$ cat config.mk
export PLATFORM = sky130hd
export DESIGN_NAME = educell_esmunit_acc
export DESIGN_NICKNAME = d
export VERILOG_FILES = /design/src/rtl/educell_esmunit_acc.sv
export SDC_FILE = /design/constraint.sdc
export NUM_CORES = 1
export LEC_CHECK = 0
export CORE_ASPECT_RATIO = 1.1
export CORE_MARGIN = 4
export CORE_UTILIZATION = 47
export CTS_CLUSTER_DIAMETER = 150
export DETAILED_ROUTE_END_ITERATION = 7
export GPL_ROUTABILITY_DRIVEN = 0
export GPL_TIMING_DRIVEN = 0
export PLACE_DENSITY = 0.78
export SLEW_MARGIN = 30
export SYNTH_ARGS = -nofsm -noshare
export SYNTH_HDL_FRONTEND = slang
export SYNTH_SLANG_ARGS = --single-unit
$ cat constraint.sdc
create_clock -name clk -period 1.9 [get_ports clk]
set_input_delay 0.38 -clock clk [delete_from_list [all_inputs] [get_ports clk]]
set_output_delay 0.38 -clock clk [all_outputs]
set_load 0.02 [all_outputs]
$ cat src/rtl/educell_esmunit_acc.sv
// educell_esmunit_acc: ESM window accumulator with valid/ready window handoff.
// Define EDU_ESM_EARLY_HANDOFF_EN to close the window on the second detection event.
module educell_esmunit_acc #(
  parameter int AQMEAS_TH = 8,
  parameter int IDXW      = $clog2(AQMEAS_TH)
) (
  input  logic                 clk,
  input  logic                 rst_n,
  input  logic                 meas_valid,
  input  logic                 meas_bit,
  output logic                 meas_ready,
  input  logic                 flush,
  output logic                 esm_valid,
  input  logic                 esm_ready,
  output logic [AQMEAS_TH-1:0] esm_reg,
  output logic [IDXW-1:0]      wr_idx,
  output logic [IDXW:0]        esm_cnt
);

  typedef enum logic {
    COLLECT = 1'b0,
    HOLD    = 1'b1
  } state_e;

  localparam logic [IDXW-1:0] LAST_IDX = IDXW'(AQMEAS_TH - 1);
  localparam logic [IDXW-1:0] IDX_ONE  = IDXW'(1);
  localparam logic [IDXW:0]   CNT_ONE  = (IDXW + 1)'(1);

  state_e                 state_q, state_d;
  logic [AQMEAS_TH-1:0]   esm_reg_q, esm_reg_d;
  logic [IDXW-1:0]        wr_idx_q, wr_idx_d;
  logic [IDXW:0]          esm_cnt_q, esm_cnt_d;

  logic accept;
  logic handoff;
  logic last;
  logic early;

  assign meas_ready = (state_q == COLLECT);
  assign esm_valid  = (state_q == HOLD);
  assign esm_reg    = esm_reg_q;
  assign wr_idx     = wr_idx_q;
  assign esm_cnt    = esm_cnt_q;

  // flush masks both beat and handoff so the case arms stay exclusive
  assign accept  = meas_valid & meas_ready & ~flush;
  assign handoff = esm_valid & esm_ready & ~flush;
  assign last    = (wr_idx_q == LAST_IDX);

`ifdef EDU_ESM_EARLY_HANDOFF_EN
  assign early = meas_bit & (esm_cnt_q == CNT_ONE);
`else
  assign early = 1'b0;
`endif

  always_comb begin
    state_d   = state_q;
    esm_reg_d = esm_reg_q;
    wr_idx_d  = wr_idx_q;
    esm_cnt_d = esm_cnt_q;
    unique case (1'b1)
      flush: begin
        state_d   = COLLECT;
        esm_reg_d = '0;
        wr_idx_d  = '0;
        esm_cnt_d = '0;
      end
      accept: begin
        esm_reg_d[wr_idx_q] = meas_bit;
        if (meas_bit) begin
          esm_cnt_d = esm_cnt_q + CNT_ONE;
        end
        // pointer parks on the closing position
        if (last || early) begin
          state_d = HOLD;
        end else begin
          wr_idx_d = wr_idx_q + IDX_ONE;
        end
      end
      handoff: begin
        state_d   = COLLECT;
        esm_reg_d = '0;
        wr_idx_d  = '0;
        esm_cnt_d = '0;
      end
      default: begin
      end
    endcase
  end

  always_ff @(posedge clk or negedge rst_n) begin
    if (!rst_n) begin
      state_q   <= COLLECT;
      esm_reg_q <= '0;
      wr_idx_q  <= '0;
      esm_cnt_q <= '0;
    end else begin
      state_q   <= state_d;
      esm_reg_q <= esm_reg_d;
      wr_idx_q  <= wr_idx_d;
      esm_cnt_q <= esm_cnt_d;
    end
  end

endmodule

==> results.json, run 1 <==
{
  "ys_seq_area_frac": 0.458,
  "yosys_warnings": 0,
  "maxSlewViolCount": 0,
  "antenna_found_initial": 0,
  "cpMaxStageDelayCell": "clkdlybuf4s50_1",
  "hold_path_class": "primary input to flop",
  "route.met3.wl_um": 50,
  "finClkSkew_ns": 0.00739,
  "grt_overflow_total": 0,
  "drtIter0Drc": 13,
  "ctsHoldBuffers": 0,
  "avgRoutedWirePerCell_um": 14.8,
  "cts_root_buf": "clkbuf_4",
  "cellLeakagePower_uw": 0.000517,
  "p_int_uw": 519,
  "layout.area.seq_um2": 404,
  "die_area_um2": 2610,
  "syn_inst": 80,
  "largest_reg_flops": 8,
  "synthTopCellsByArea": "dfrtp_1, ha_1, mux2i_1",
  "drive_above_1_share": 0.162,
  "fin_nets": 116,
  "row_count": 16,
  "cp.arrival_ns": 1.39,
  "fmaxAchievable_mhz": 564,
  "synth-edff-count": 0,
  "synth_common_cells": "dfrtp_1, nand2_1, nand3_1",
  "drt-met1-wl_um": 849,
  "ioPinCount": 23,
  "clockPowerShare": 0.320,
  "synthArstFlopShare": 1.00,
  "final_core_util": 0.643,
  "first_pass_iters": 4,
  "clk_pin_slew_ns": 0.10,
  "swShare": 0.255,
  "syn-num-nets": 90,
  "comb_power_share": 0.152,
  "slew_headroom": 0.521,
  "ant_nets": 0,
  "port_buffers": 21,
  "status": "finished, final reports clean",
  "period_needed_ns": 1.77,
  "yosysTopAreaCell": "dfrtp_1",
  "cp_slowest_stage_delay_ns": 0.64,
  "crit_chain": "clkdlybuf4s50_1",
  "first_global_vias": 720,
  "netlist_area_um2": 873,
  "antenna-diode-count": 0,
  "yosysMostFrequentCell": "dfrtp_1",
  "ys.flop_type": "dfrtp_1",
  "vdd_drop_max_v": 0.000300,
  "drc": 0,
  "top_layer": "met4",
  "critical_path.top_delay_family": "buffers and inverters",
  "cts_tree": "done",
  "required_ns": 1.52,
  "synth-seq-cells": 16,
  "fin_crit_sh": 0.934,
  "multi_input_area_um2": 445,
  "power.switching_uw": 178,
  "fill_cells": 136,
  "wl_met2_um": 894,
  "clock_path_buffers": 2,
  "powerDensity_nw_per_um2": 609,
  "grt_util_all_layers": 0.155,
  "setup_viol": 0,
  "avgSynthCellArea_um2": 10.9,
  "dpl.hpwl_mm": 1.38,
  "worstSetupPathType": "flop to primary output",
  "htreeDepth": 1,
  "hold_viol_final": 0,
  "grt_setup_unrepaired": "false",
  "die_x_um": 49.1,
  "cts_made_buffers": 3,
  "routed_wl_mm": 1.82,
  "vias": 708,
  "max_cap_viol_count": 0,
  "hold_ws_ns": 0.398,
  "critPathBufInv": 1,
  "grt_max_degree": 17,
  "yosysUniqueCellTypes": 29,
  "pwr-share-seq": 0.528,
  "end_kind": "primary output",
  "initial_utilization": 0.490,
  "tns_ns": 0,
  "die_h_um": 53.2,
  "via_per_inst": 5.76,
  "grt_pass1_wl_mm": 3.09,
  "cp_max_fo": 10,
  "core_area_um2": 1780,
  "clk_latency_ns": 0.28,
  "area_growth_pct": 31.1,
  "tightest_slew_ns": 0.716,
  "cts_sinks": 16,
  "worst_setup_path_start_kind": "flop",
  "yosys.area.top_type_share": 0.458
}
## layer usage
metal	up-vias	global-route usage
met3	2	0.0141
met5	-	0
met1	340	0.180
met2	17	0.275
li1	349	-
met4	0	0.104
## per-stage QoR
stage               cell area (µm²)  power, µW  std cells  setup slack, ns
floorplan                       873        428         80            0.208
finish                         1140        697        123            0.125
global placement               1110        477        119           0.0991
CTS                            1140        706        123           0.0272
global route                   1140        733        123           0.0696
detailed placement             1110        481        119           0.0608
## tightest hold or removal path, cell delays in order
cell	delay [ns]
buf_2	0.14
nand3_1	0.08
nand2_1	0.05
## cell families after synthesis
kind of cell	Yosys count	synth area share
compound gates	14	0.110
fa+ha+maj	4	0.0573
simple gates	35	0.262
buf+inv	4	0.0315
flops	16	0.458
mux	6	0.0702
xor+xnor	1	0.0100
## worst paths after layout
path,start,end,slack (ns),depth (start not counted)
min,meas_bit,esm_reg[1]$_DFFE_PN0P_,0.40,3
max,wr_idx[2]$_DFFE_PN0P_,wr_idx[2],0.13,1
max reg2reg,wr_idx[0]$_DFFE_PN0P_,wr_idx[0]$_DFFE_PN0P_,0.20,5
min reg2reg,esm_cnt[3]$_DFFE_PN0P_,esm_cnt[3]$_DFFE_PN0P_,0.50,1
min in group asynchronous,rst_n,wr_idx[1]$_DFFE_PN0P_,0.52,1
max in group asynchronous,rst_n,wr_idx[0]$_DFFE_PN0P_,0.89,1
## final cells by class
cell class	count	share of cell area
Sequential cell	16	0.353
Inverter	1	0.00328
Buffer	3	0.0208
Tap cell	18	0.0197
Timing Repair Buffer	21	0.183
Multi-Input combinational cell	60	0.389
Clock buffer	4	0.0317
## power groups by stage
| stage | clock network [µW] | registers [µW] | logic [µW] |
|---|---|---|---|
| floorplan | 0 | 383 | 45.9 |
| global placement | 0 | 373 | 104 |
| detailed placement | 0 | 374 | 107 |
| CTS | 232 | 367 | 107 |
| global route | 246 | 371 | 115 |
| finish | 223 | 368 | 106 |
## repair_timing
| item | CTS | global route |
|---|---|---|
| resized for setup | 1 | 3 |
| endpoints found under the setup margin | 1 | 3 |
| buffers inserted | 0 | 0 |
## placed cells by master, fill, tap and decap left out, types with 2 or more instances in the layout
| master | instances |
|---|---|
| and4bb_2 | 3 |
| nand2_1 | 11 |
| clkdlybuf4s50_1 | 20 |
| o21ai_0 | 3 |
| nand4bb_1 | 2 |
| o311ai_0 | 3 |
| ha_1 | 4 |
| nand3_1 | 6 |
| mux2i_1 | 5 |
| a21oi_1 | 3 |
| clkbuf_4 | 3 |
| dfrtp_2 | 3 |
| nor2_1 | 4 |
| dfrtp_1 | 13 |
| nor2b_1 | 2 |
| a22o_1 | 2 |
(Power assumes the default switching activity.)
==> run 2, diff against run 1 <==
Settings changed: CORE_MARGIN 4 to 10.
==> results.json, run 2 (same netlist as run 1, synthesis figures left out) <==
{
  "status": "finished, final reports clean",
  "ant_nets": 0,
  "first_pass_iters": 4,
  "fin_nets": 116,
  "cts_made_buffers": 3,
  "cts_root_buf": "clkbuf_4",
  "antenna_found_initial": 0,
  "dpl.hpwl_mm": 1.54,
  "cellLeakagePower_uw": 0.000517,
  "ff2ff_path_depth": 5,
  "timing.rr.end": "wr_idx[0]$_DFFE_PN0P_",
  "tns_ns": 0,
  "slew_headroom": 0.516,
  "worst_slack_ns": 0.107,
  "port_buffers": 21,
  "largest_reg_flops": 8,
  "via_per_inst": 5.90,
  "cts_sinks": 16,
  "grt_setup_unrepaired": "false",
  "die_h_um": 65.2,
  "fmaxAchievable_mhz": 558,
  "area_growth_pct": 31.1,
  "die_x_um": 61.1,
  "hold_path_end": "esm_reg[1]$_DFFE_PN0P_",
  "drtIter0Drc": 20,
  "initial_utilization": 0.490,
  "final_cell_mix": "clkdlybuf4s50_1, dfrtp_1, nand2_1",
  "tightest_slew_ns": 0.724,
  "postLayoutCellArea_um2": 1140,
  "max_cap_viol_count": 0,
  "vdd_drop_max_v": 0.000384,
  "grt_overflow_total": 0,
  "worst_setup_path_start_kind": "flop",
  "layout.area.seq_um2": 404,
  "ioPinCount": 23,
  "final_common_cell": "clkdlybuf4s50_1",
  "instances_no_fill": 123,
  "dp.cells": 119,
  "cts_tree": "done",
  "r2r_slack_ns": 0.19,
  "grt_max_degree": 17,
  "cp_slowest_stage_delay_ns": 0.64,
  "fill_cells": 145,
  "powerDensity_nw_per_um2": 618,
  "ctsHoldBuffers": 0,
  "cpMaxStageDelayCell": "clkdlybuf4s50_1",
  "required_ns": 1.52,
  "grt_util_all_layers": 0.110,
  "maxSlewViolCount": 0,
  "hold_path_class": "primary input to flop",
  "htreeDepth": 1,
  "setup_viol": 0,
  "die_area_um2": 3980,
  "postCtsSetupRepairBufs": 0,
  "post_dp_cell_area_um2": 1110,
  "grt_pass1_wl_mm": 3.42,
  "cp_max_fo": 10,
  "finClkSkew_ns": 0.00389,
  "core_area_um2": 1780,
  "min_from": "meas_bit",
  "end_kind": "primary output",
  "drc": 0,
  "timing.rr.start": "wr_idx[0]$_DFFE_PN0P_",
  "fin_crit_sh": 0.944,
  "hold_viol_final": 0,
  "clk_pin_slew_ns": 0.09,
  "avgRoutedWirePerCell_um": 16.3,
  "multi_input_area_um2": 445,
  "vias": 726,
  "routed_wl_mm": 2.01,
  "row_count": 16,
  "holdPathStages": 3,
  "period_needed_ns": 1.79,
  "first_global_vias": 767,
  "clk_latency_ns": 0.29,
  "crit_chain": "clkdlybuf4s50_1",
  "antenna-diode-count": 0,
  "clock_path_buffers": 2,
  "cp.arrival_ns": 1.41,
  "critPathBufInv": 1,
  "critical_path.top_delay_family": "buffers and inverters",
  "worstSetupPathType": "flop to primary output",
  "drive_above_1_share": 0.162,
  "final_core_util": 0.643,
  "pre_cts_slack_ns": 0.0678
}
## run 2: cell counts in the layout (fill, tap and decap cells not counted)
Identical to the previous run, type by type.
## run 2: layout make-up
type                       count  share of cell area
inverter                       1             0.00328
tap                           18              0.0197
sequential                    16               0.353
timing repair buffer          21               0.183
clock buffer                   4              0.0317
multi-input combinational     60               0.389
buffer                         3              0.0208
## run 2: where the power goes
group,internal [µW],switching [µW],total (µW),leakage (µW)
clock,117,116,233,0.0000210
sequential,351,17.1,368,0.000216
combinational,51.6,55.0,107,0.000280
## run 2: metal layers
layer  vias up  GRT usage  part of all wire
met1       353      0.125              0.42
met2        22      0.178              0.50
li1        346          -                 -
met3         5     0.0212             0.050
met4         0     0.0743             0.028
met5         -          0                 0
## run 2: through the flow
stage          total power [µW]  hold slack [ns]
2_1_floorplan               428           0.0844
6_report                    708            0.387
4_1_cts                     712            0.379
3_3_place_gp                478            0.461
5_1_grt                     737            0.398
3_5_place_dp                482            0.472
## run 2: worst register-to-register path: stages (launching register included)
cell and delay [ns]:
dfrtp_2 0.48, ha_1 0.25, ha_1 0.22, nor4b_4 0.31
nor2_2 0.08, mux2_2 0.27
## run 2: timing repair
item,in CTS,in global routing
pin swaps,0,0
setup endpoints to repair,1,3
gates resized for setup,1,3
endpoints found under the hold margin,0,0
## run 2: worst max-delay path by stage
stage / from / to / depth (start not counted)
floorplan: wr_idx[0]$_DFFE_PN0P_ / wr_idx[0]$_DFFE_PN0P_ / 5
global placement: meas_valid / wr_idx[0]$_DFFE_PN0P_ / 4
detailed placement: meas_valid / wr_idx[0]$_DFFE_PN0P_ / 4
CTS: wr_idx[2]$_DFFE_PN0P_ / wr_idx[2] / 1
global route: wr_idx[0]$_DFFE_PN0P_ / wr_idx[0] / 1
finish: wr_idx[2]$_DFFE_PN0P_ / wr_idx[2] / 1
==> run 3, diff against run 2 <==
Settings changed: CORE_UTILIZATION 47 to 54, DONT_BUFFER_PORTS set to 1, PLACE_DENSITY 0.78 to 0.72.
Clock period 1.9 ns to 1.47 ns, I/O delays scaled along.
==> results.json, run 3 (same netlist as run 1, synthesis figures left out) <==
{
  "initial_utilization": 0.561,
  "power.switching_uw": 244,
  "tightest_slew_ns": 0.723,
  "antenna-diode-count": 0,
  "crit_chain": "ha_4 -> ha_4 -> nor4b_4 -> nor2_2 -> mux2_2",
  "swShare": 0.271,
  "routed_wl_mm": 2.00,
  "clk_pin_slew_ns": 0.10,
  "clock_path_buffers": 2,
  "required_ns": 1.66,
  "setup_viol": 3,
  "worst_slack_ns": -0.0867,
  "vias": 682,
  "antenna_found_initial": 0,
  "finClkSkew_ns": 0.00199,
  "die_area_um2": 3630,
  "largest_reg_flops": 8,
  "crit_path_frequent_cell": "ha_4",
  "worstSetupPathType": "flop to flop",
  "cellLeakagePower_uw": 0.000464,
  "fill_cells": 124,
  "core_area_um2": 1560,
  "tns_ns": -0.101,
  "cts_sinks": 16,
  "first_pass_iters": 4,
  "avgRoutedWirePerCell_um": 18.9,
  "maxSlewViolCount": 0,
  "fin_nets": 100,
  "row_count": 15,
  "htreeDepth": 1,
  "grt_setup_unrepaired": "true",
  "grt_pass1_wl_mm": 3.62,
  "area_growth_pct": 15.3,
  "pwr-share-seq": 0.550,
  "period_needed_ns": 1.56,
  "end_kind": "flop",
  "drive_above_1_share": 0.281,
  "cts_tree": "done",
  "grt_overflow_total": 0,
  "dpl.hpwl_mm": 1.40,
  "grt_util_all_layers": 0.124,
  "final_cell_mix": "dfrtp_1, nand2_1, nand3_1",
  "port_buffers": 0,
  "p_int_uw": 655,
  "status": "complete, but fails checks",
  "first_global_vias": 694,
  "max_cap_viol_count": 0,
  "fmaxAchievable_mhz": 642,
  "p_total_uw": 899,
  "cp.arrival_ns": 1.75,
  "violations": "negative setup slack",
  "ioPinCount": 23,
  "fin_crit_sh": 1.06,
  "cts_root_buf": "clkbuf_4",
  "drc": 0,
  "die_h_um": 62.2,
  "die_x_um": 58.3,
  "cp_slowest_stage_delay_ns": 0.51,
  "slew_headroom": 0.516,
  "ant_nets": 0,
  "drtIter0Drc": 10,
  "final_common_cell": "dfrtp_1",
  "cp_max_fo": 6,
  "hold_path_class": "primary input to flop",
  "clk_latency_ns": 0.29,
  "cts_made_buffers": 3,
  "cpMaxStageDelayCell": "dfrtp_2",
  "comb_power_share": 0.117,
  "clockPowerShare": 0.333,
  "powerDensity_nw_per_um2": 892,
  "grt_max_degree": 17,
  "vdd_drop_max_v": 0.000621,
  "worst_setup_path_start_kind": "flop",
  "via_per_inst": 6.43,
  "final_core_util": 0.647,
  "hold_viol_final": 0
}
-- run 3: final timing paths --
path                                   startpoint                     end  slack [ns]  cells after the start
min reg2reg                esm_cnt[3]$_DFFE_PN0P_  esm_cnt[3]$_DFFE_PN0P_        0.62                      1
max                         wr_idx[0]$_DFFE_PN0P_   wr_idx[0]$_DFFE_PN0P_       -0.09                      5
max in group asynchronous                   rst_n   wr_idx[0]$_DFFE_PN0P_        0.48                      1
min                                    meas_valid   esm_valid$_DFFE_PN0P_        0.16                      2
min in group asynchronous                   rst_n  esm_reg[4]$_DFFE_PN0P_        0.49                      1
max reg2reg                 wr_idx[0]$_DFFE_PN0P_   wr_idx[0]$_DFFE_PN0P_       -0.09                      5
-- run 3: critical path, delay by kind of cell, from the launching register on --
kind                     cells  cell delay [ns]
AND/OR/NAND/NOR              2             0.32
multiplexers                 1             0.26
flip-flops                   1             0.51
adder cells (fa/ha/maj)      2             0.36
-- run 3: power by group through the flow --
stage | registers [µW] | clock network (µW) | logic (µW)
floorplan | 499 | 0 | 62.1
global placement | 507 | 0 | 73.9
detailed placement | 508 | 0 | 73.0
CTS | 495 | 312 | 103
global route | 498 | 332 | 117
finish | 494 | 299 | 105
-- run 3: routing by layer --
metal  routed length [µm]  share of wire  GRT usage  vias to the layer above
met2                  841           0.42      0.169                       30
li1                     -              -          -                      317
met4                   61          0.031     0.0794                        0
met1                  887           0.44      0.154                      330
met5                    0              0          0                        -
met3                  209           0.10     0.0488                        5
-- run 3: metrics by stage --
stage | setup slack, ns | area [µm²] | hold WS [ns] | std cells
floorplan | -0.117 | 901 | -0.00159 | 80
global placement | -0.193 | 922 | -0.00111 | 97
detailed placement | -0.213 | 922 | -0.00108 | 97
CTS | -0.0933 | 995 | 0.151 | 106
global route | -0.158 | 1010 | 0.146 | 106
finish | -0.0867 | 1010 | 0.162 | 106
-- run 3: what timing repair did --
| item | CTS | global route |
|---|---|---|
| hold buffers | 1 | 0 |
| endpoints found under the setup margin | 4 | 13 |
| pin swaps | 2 | 2 |
| setup buffers | 4 | 0 |
| resized for setup | 1 | 4 |
| endpoints found under the hold margin | 16 | 0 |
| cloned | 0 | 0 |
-- run 3: final cells by class --
class	count	area, µm²	share of cell area
buffer	3	23.8	0.0236
clock buffer	4	36.3	0.0360
inverter	1	7.51	0.00745
multi-input combinational	60	478	0.475
sequential	16	405	0.402
tap	17	21.3	0.0211
timing repair buffer	5	35.0	0.0348
